**config.mk**
```make
export PLATFORM = sky130hd
export DESIGN_NAME = dbi_tx_seq_ctrl
export DESIGN_NICKNAME = d
export VERILOG_FILES = /design/src/rtl/dbi_tx_pkg.sv /design/src/rtl/dbi_pxl_serdes.sv /design/src/rtl/dbi_tx_seq_ctrl.sv
export SDC_FILE = /design/constraint.sdc
export NUM_CORES = 1
export LEC_CHECK = 0
export CORE_MARGIN = 10
export CORE_UTILIZATION = 40
export DETAILED_ROUTE_END_ITERATION = 8
export HOLD_SLACK_MARGIN = 0.05
export SYNTH_ARGS = -nofsm -noshare
export SYNTH_HDL_FRONTEND = slang
export SYNTH_SLANG_ARGS = --single-unit
```
**constraint.sdc**
```tcl
create_clock -name clk -period 7.8 [get_ports clk]
set_input_delay 2.34 -clock clk [delete_from_list [all_inputs] [get_ports clk]]
set_output_delay 2.34 -clock clk [all_outputs]
set_load 0.05 [all_outputs]
```
**src/rtl/dbi_tx_pkg.sv**
```systemverilog
// Shared definitions for the DBI Type-B TX sequencer: state encoding, NOP opcode
// and elaboration-time helpers for pixel packing, stall length and counter widths.
package dbi_tx_pkg;

  typedef enum logic [3:0] {
    ST_IDLE,
    ST_RST,
    ST_SRST,
    ST_WAIT,
    ST_CHK,
    ST_COL,
    ST_ROW,
    ST_DISP,
    ST_MEM
  } state_t;

  localparam logic [7:0] NOP_CMD = 8'h00;

  function automatic int calc_bpp(input int pxl_w, input int d_w);
    return pxl_w / d_w;
  endfunction

  function automatic int calc_stall_cyc(input real sec, input int clk_hz);
    int c;
    c = $rtoi(sec * clk_hz);
    return (c < 1) ? 1 : c;
  endfunction

  // Bits needed to hold values 0..v-1, never less than one.
  function automatic int clog2_min1(input int v);
    return (v <= 2) ? 1 : $clog2(v);
  endfunction

endpackage

```
**src/rtl/dbi_pxl_serdes.sv**
```systemverilog
// Splits one PXL_W pixel into BPP bus bytes, MSB byte first; the pixel is
// released (o_pxl_rdy) on the handshake of its final byte.
module dbi_pxl_serdes
  import dbi_tx_pkg::*;
#(
  parameter int PXL_W      = 16,
  parameter int DBI_IF_D_W = 8
) (
  input  logic                  clk,
  input  logic                  rst,
  input  logic [PXL_W-1:0]      i_pxl_d,
  input  logic                  i_hs,
  input  logic                  i_clr,
  output logic [DBI_IF_D_W-1:0] o_byte,
  output logic                  o_pxl_rdy
);

  localparam int BPP = calc_bpp(PXL_W, DBI_IF_D_W);
  localparam int BSW = clog2_min1(BPP);

  logic [BSW-1:0] r_bsel;
  logic           w_wrap;

  assign w_wrap    = (r_bsel == BSW'(BPP - 1));
  assign o_pxl_rdy = i_hs & w_wrap;

  always_comb begin
    o_byte = '0;
    for (int i = 0; i < BPP; i++) begin
      if (r_bsel == BSW'(BPP - 1 - i)) o_byte = i_pxl_d[i*DBI_IF_D_W +: DBI_IF_D_W];
    end
  end

  always_ff @(posedge clk or posedge rst) begin
    if (rst) begin
      r_bsel <= '0;
    end else if (i_hs) begin
      r_bsel <= (w_wrap || i_clr) ? '0 : r_bsel + BSW'(1);
    end
  end

endmodule

```
**src/rtl/dbi_tx_seq_ctrl.sv**
```systemverilog
// DBI Type-B TX sequencer: panel bring-up (hard/soft reset, stall, window, display-on)
// followed by continuous MEM_WR frame streaming sized from the latched window.
module dbi_tx_seq_ctrl
  import dbi_tx_pkg::*;
#(
  parameter int  INTERNAL_CLK  = 125000000,
  parameter int  DBI_IF_D_W    = 8,
  parameter int  PXL_W         = 16,
  parameter int  MAX_COL       = 320,
  parameter int  MAX_ROW       = 480,
  parameter real RST_STALL_SEC = 5e-3
) (
  input  logic                  clk,
  input  logic                  rst,
  input  logic                  dbi_tx_start_i,
  input  logic                  rst_mode_i,
  input  logic [DBI_IF_D_W-1:0] addr_soft_rst_i,
  input  logic [DBI_IF_D_W-1:0] addr_disp_on_i,
  input  logic [DBI_IF_D_W-1:0] addr_col_i,
  input  logic [DBI_IF_D_W-1:0] addr_row_i,
  input  logic [DBI_IF_D_W-1:0] addr_mem_wr_i,
  input  logic [15:0]           s_col_i,
  input  logic [15:0]           e_col_i,
  input  logic [15:0]           s_row_i,
  input  logic [15:0]           e_row_i,
  input  logic [PXL_W-1:0]      pxl_d_i,
  input  logic                  pxl_vld_i,
  output logic                  pxl_rdy_o,
  input  logic                  dtp_tx_rdy_i,
  output logic                  dtp_dbi_hrst_o,
  output logic [DBI_IF_D_W-1:0] dtp_tx_cmd_typ_o,
  output logic [DBI_IF_D_W-1:0] dtp_tx_cmd_dat_o,
  output logic                  dtp_tx_last_o,
  output logic                  dtp_tx_no_dat_o,
  output logic                  dtp_tx_vld_o,
  output logic                  frm_done_o,
  output logic                  win_err_o,
  output logic                  busy_o
);

  localparam int BPP       = calc_bpp(PXL_W, DBI_IF_D_W);
  localparam int STALL_CYC = calc_stall_cyc(RST_STALL_SEC, INTERNAL_CLK);
  localparam int SCW       = clog2_min1(STALL_CYC);
  localparam int BCW       = clog2_min1(MAX_COL * MAX_ROW * BPP);
  localparam logic [DBI_IF_D_W-1:0] NOP = DBI_IF_D_W'(NOP_CMD);

  state_t r_state, w_state_nxt;

  logic [1:0]     r_cnt;
  logic [SCW-1:0] r_stall_cnt;
  logic [BCW-1:0] r_byte_cnt;
  logic [BCW-1:0] r_nbyte_m1;
  logic [15:0]    r_s_col, r_e_col, r_s_row, r_e_row;

  logic                  w_vld, w_hs, w_mem_hs, w_last;
  logic [16:0]           w_col_n, w_row_n;
  logic                  w_win_bad;
  logic [39:0]           w_nbyte_full;
  logic [DBI_IF_D_W-1:0] w_pxl_byte;

  function automatic logic [DBI_IF_D_W-1:0] win_byte(input logic [15:0] s, input logic [15:0] e,
                                                     input logic [1:0] idx);
    case (idx)
      2'd0:    return DBI_IF_D_W'(s[15:8]);
      2'd1:    return DBI_IF_D_W'(s[7:0]);
      2'd2:    return DBI_IF_D_W'(e[15:8]);
      default: return DBI_IF_D_W'(e[7:0]);
    endcase
  endfunction

  // Window extents are computed at 17 bits so a full 0..FFFF span cannot wrap.
  assign w_col_n      = {1'b0, r_e_col} - {1'b0, r_s_col} + 17'd1;
  assign w_row_n      = {1'b0, r_e_row} - {1'b0, r_s_row} + 17'd1;
  assign w_win_bad    = (r_e_col < r_s_col) || (w_col_n > 17'(MAX_COL)) ||
                        (r_e_row < r_s_row) || (w_row_n > 17'(MAX_ROW));
  assign w_nbyte_full = 40'(w_col_n) * 40'(w_row_n) * 40'(BPP);

  assign w_vld    = (r_state == ST_RST) || (r_state == ST_SRST) || (r_state == ST_COL) ||
                    (r_state == ST_ROW) || (r_state == ST_DISP) ||
                    ((r_state == ST_MEM) && pxl_vld_i);
  assign w_hs     = w_vld & dtp_tx_rdy_i;
  assign w_mem_hs = (r_state == ST_MEM) & w_hs;
  assign w_last   = (r_state == ST_MEM) && (r_byte_cnt == r_nbyte_m1);

  assign dtp_tx_vld_o = w_vld;
  assign busy_o       = (r_state != ST_IDLE);

  dbi_pxl_serdes #(
    .PXL_W      (PXL_W),
    .DBI_IF_D_W (DBI_IF_D_W)
  ) u_serdes (
    .clk       (clk),
    .rst       (rst),
    .i_pxl_d   (pxl_d_i),
    .i_hs      (w_mem_hs),
    .i_clr     (w_mem_hs & w_last),
    .o_byte    (w_pxl_byte),
    .o_pxl_rdy (pxl_rdy_o)
  );

  always_comb begin
    w_state_nxt      = r_state;
    dtp_dbi_hrst_o   = 1'b0;
    dtp_tx_cmd_typ_o = NOP;
    dtp_tx_cmd_dat_o = NOP;
    dtp_tx_last_o    = 1'b0;
    dtp_tx_no_dat_o  = 1'b0;
    frm_done_o       = 1'b0;
    win_err_o        = 1'b0;
    case (r_state)
      ST_IDLE: if (dbi_tx_start_i) w_state_nxt = rst_mode_i ? ST_SRST : ST_RST;
      ST_RST: begin
        dtp_dbi_hrst_o = 1'b1;
        if (w_hs) w_state_nxt = ST_WAIT;
      end
      ST_SRST: begin
        dtp_tx_cmd_typ_o = addr_soft_rst_i;
        dtp_tx_no_dat_o  = 1'b1;
        if (w_hs) w_state_nxt = ST_WAIT;
      end
      ST_WAIT: if (r_stall_cnt == '0) w_state_nxt = ST_CHK;
      ST_CHK: begin
        win_err_o   = w_win_bad;
        w_state_nxt = w_win_bad ? ST_IDLE : ST_COL;
      end
      ST_COL: begin
        dtp_tx_cmd_typ_o = addr_col_i;
        dtp_tx_cmd_dat_o = win_byte(r_s_col, r_e_col, r_cnt);
        if (w_hs && (r_cnt == 2'd3)) w_state_nxt = ST_ROW;
      end
      ST_ROW: begin
        dtp_tx_cmd_typ_o = addr_row_i;
        dtp_tx_cmd_dat_o = win_byte(r_s_row, r_e_row, r_cnt);
        if (w_hs && (r_cnt == 2'd3)) w_state_nxt = ST_DISP;
      end
      ST_DISP: begin
        dtp_tx_cmd_typ_o = addr_disp_on_i;
        dtp_tx_no_dat_o  = 1'b1;
        if (w_hs) w_state_nxt = ST_MEM;
      end
      ST_MEM: begin
        dtp_tx_cmd_typ_o = addr_mem_wr_i;
        dtp_tx_cmd_dat_o = w_pxl_byte;
        dtp_tx_last_o    = w_last;
        // A stop request only takes effect on the frame's closing handshake.
        if (w_hs && w_last) begin
          frm_done_o = 1'b1;
          if (!dbi_tx_start_i) w_state_nxt = ST_IDLE;
        end
      end
      default: w_state_nxt = ST_IDLE;
    endcase
  end

  always_ff @(posedge clk or posedge rst) begin
    if (rst) begin
      r_state     <= ST_IDLE;
      r_cnt       <= '0;
      r_stall_cnt <= '0;
      r_byte_cnt  <= '0;
    end else begin
      r_state <= w_state_nxt;
      case (r_state)
        ST_RST, ST_SRST: if (w_hs) r_stall_cnt <= SCW'(STALL_CYC - 1);
        ST_WAIT:         if (r_stall_cnt != '0) r_stall_cnt <= r_stall_cnt - SCW'(1);
        ST_CHK:          r_cnt <= '0;
        ST_COL, ST_ROW:  if (w_hs) r_cnt <= r_cnt + 2'd1;
        ST_MEM:          if (w_hs) r_byte_cnt <= w_last ? '0 : r_byte_cnt + BCW'(1);
        default: ;
      endcase
    end
  end

  // Window and frame size are data: captured at start / CHK, never reset.
  always_ff @(posedge clk) begin
    if ((r_state == ST_IDLE) && dbi_tx_start_i) begin
      r_s_col <= s_col_i;
      r_e_col <= e_col_i;
      r_s_row <= s_row_i;
      r_e_row <= e_row_i;
    end
    if ((r_state == ST_CHK) && !w_win_bad) r_nbyte_m1 <= BCW'(w_nbyte_full - 40'd1);
  end

endmodule
```
==> results.toml <==
[status]
status = "finished with violations"
violations = "setup timing"

[synthesis]
synth_cells = 1511
syn_avg_cell_area_um2 = 9.333
synth_edf_count = 82
yosys_warnings = 0
ys_seq_area_share_pct = 25.62
synth_top_cell_by_area = "fa_1"
yosysMostFrequentCell = "inv_1"
synth_cell_types = 81
synthTopCellsByArea = "fa_1 (18%), edfxtp_1 (17%), ha_1 (11%)"
synth_commonest_cells = "inv_1 (254), nand2_1 (154), ha_1 (126)"
synth-main-ff-cell = "edfxtp_1"
synth.ff_latch_count = 128
synth.top_cell.area_share_pct = 17.74
synth_fp_nets = 1888
synth.cell_area_mm2 = 0.01410
synthArstFlopShare_pct = 35.94

[placed_design]
portBuffers = 149
gp_congestion = 0.9101
pre_cts_ws_ns = -0.2596
dp.cells = 2271
hpwl_mm = 34.06

[grt]
grt_max_degree = 65
grt_pass1_wl_mm = 66.10
grt_usage_pct = 18.76
overflow = 0
grt_pass1_vias = 12670
antenna_found_initial = 1

[clock_tree]
cts_buffer_depth = 2
clkSinkCount = 128
holdBufCountCts = 0
insertion_delay_ns = 0.43
cts_buffers = 17
tritoncts = "yes"
root_buffer = "clkbuf_16"
cts.clk_slew.worst_paths_ns = 0.07
htreeDepth = 4

[floorplanning]
die_area_mm2 = 0.04317
io_pins = 150
coreArea_mm2 = 0.03463
die_w_um = 207.8
initial_core_util_pct = 40.72
die_y_um = 207.8
rows = 68

[worst_setup_path]
cp_common_cell = "fa_1"
reg2reg_from = "r_s_row[4]$_DFFE_PP_"
reg2regPathDepth = 31
crit_start = "r_s_row[4]$_DFFE_PP_"
slowest_stage = "fa_1"
worstPathRequired_ns = 7.98
path_class = "flop to flop"
critPathTopFamily = "adder cells"
max_stage_delay_ns = 0.54
crit_path_end_kind = "flop"
cp.arrival_ns = 8.07
r2r-end = "r_nbyte_m1[18]$_DFFE_PP_"
ff2ff_setup_slack_ns = -0.09
worstPathMaxFanout = 4
startpoint_type = "flop"
path_buf_inv = 8

[final_layout]
syn_to_final_growth_pct = 31.93
regArea_mm2 = 0.003613
fillers = 3173
antenna_cells = 0
drive_gt1_share_pct = 18.01
fin_nets = 2235
multiInputGateArea_mm2 = 0.009712
final_cells = 2326

[sta]
fin_tns_setup_ns = -0.09370
period_minus_slack_ns = 7.894
skew_ns = 0.01395
setup_viol = 1
drv_slew = 0
max_freq_mhz = 126.7
rsz0062_at_grt = "true"
min_period_over_period_pct = 101.2
slew_headroom_pct = 29.02
setup_slack_ns = -0.09370
tightest_slew_ns = 1.057
hold_slack_ns = 0.5264
hold_viol_final = 0

[detailed_routing]
vias = 11940
routed_wl_mm = 40.72
drtPass1Iterations = 7
wl_per_cell_um = 17.51
viasPerCell = 5.134
drc = 0
drt_iter0_drc = 719
antenna_left = 0

[worst_hold_path]
holdCritStartpoint = "r_stall_cnt[0]$_DFFE_PP0P_"
hp-class = "flop to flop"
hold_depth = 1
hold_path_end = "r_stall_cnt[0]$_DFFE_PP0P_"

[run]
max_cap_violations = 0
[how the worst max path moves through the flow]
stage | slack (ns) | cells past startpoint | to
after floorplan | 0.04 | 30 | r_nbyte_m1[18]$_DFFE_PP_
after global placement | -0.20 | 29 | r_nbyte_m1[18]$_DFFE_PP_
after detailed placement | -0.26 | 29 | r_nbyte_m1[18]$_DFFE_PP_
after CTS | -0.09 | 29 | r_nbyte_m1[18]$_DFFE_PP_
after global routing | -0.46 | 31 | r_nbyte_m1[18]$_DFFE_PP_
final | -0.09 | 31 | r_nbyte_m1[18]$_DFFE_PP_
[cells in the final DEF (no fill, tap or decap), types with 7 or more instances in the layout]
cell type / n
nor4_1: 12
and2_1: 28
clkbuf_16: 17
nand4_1: 10
nand2b_1: 24
fa_2: 7
nand3_1: 32
clkdlybuf4s50_1: 148
a22oi_1: 20
o211ai_1: 8
a21o_1: 9
nand2_1: 149
a211oi_1: 7
inv_1: 247
nor2_1: 93
xor2_1: 48
o21bai_1: 11
xnor2_1: 59
fa_1: 118
mux2i_1: 8
o21ai_0: 35
edfxtp_1: 82
ha_1: 119
o22ai_1: 9
nor2b_1: 21
or3_1: 12
a222oi_1: 16
and3_1: 11
dfrtp_1: 46
a21oi_1: 38
buf_4: 211
or2_2: 7
inv_2: 8
nor3_1: 26
o21a_1: 7
a21oi_2: 7
[repair_timing]
action,CTS,global route
pin swaps,48,28
endpoints found under the setup margin,1,3
resized for setup,47,22
setup buffers,16,7
[worst register-to-register path: cells and delay by family, from the launching register on]
family                   cells  cell delay [ns]
flip-flops                   1             0.42
AND/OR/NAND/NOR              3             0.59
buffers and inverters        8             0.86
AO/OA/AOI/OAI                3             0.58
adder cells (fa/ha/maj)      8             3.34
XOR/XNOR                     9             1.84
[cells by family after synthesis]
family                     after synthesis  synth area share [%]
AOI/OAI and AO/OA                      230                 11.82
adders and majority gates              253                 29.07
buffers and inverters                  294                 7.843
muxes                                   10                0.7275
and+or+nand+nor                        473                 16.70
DFF                                    128                 25.62
xor gates and xnor gates               123                 8.225
[stage by stage]
step | area (µm²) | util, %
after detailed placement | 17550 | 50.67
after global placement | 17550 | 50.67
final | 18610 | 53.73
after floorplan | 14110 | -
after CTS | 18470 | 53.32
after global routing | 18610 | 53.73
[area by class of cell]
cell class,instances,share of cell area (%)
multi-input combinational,1089,52.20
clock buffer,18,2.307
timing repair buffer,367,17.15
sequential,128,19.42
clock inverter,14,0.7196
tap,455,3.060
inverter,255,5.145
[sequential cells by signal (all words and copies together) (netlist names)]
register         cells
u_serdes.r_bsel      1
r_byte_cnt          19
r_e_row             16
r_e_col             16
r_stall_cnt         20
r_nbyte_m1          18
r_state              4
r_cnt                2
r_s_row             16
r_s_col             16
[per-layer routing]
layer  global-route usage (%)  routed length (µm)  vias to the layer above
met3                    4.212                2613                       70
met2                    30.81               19270                      351
met4                    7.273                1428                        2
met1                    23.45               17390                     5755
li1                         -                   -                     5764
met5                        0                  12                        -
Power is left out: the tool's default activity adds up to more than one toggle a clock period on the data nets, which glitch-free logic cannot reach.
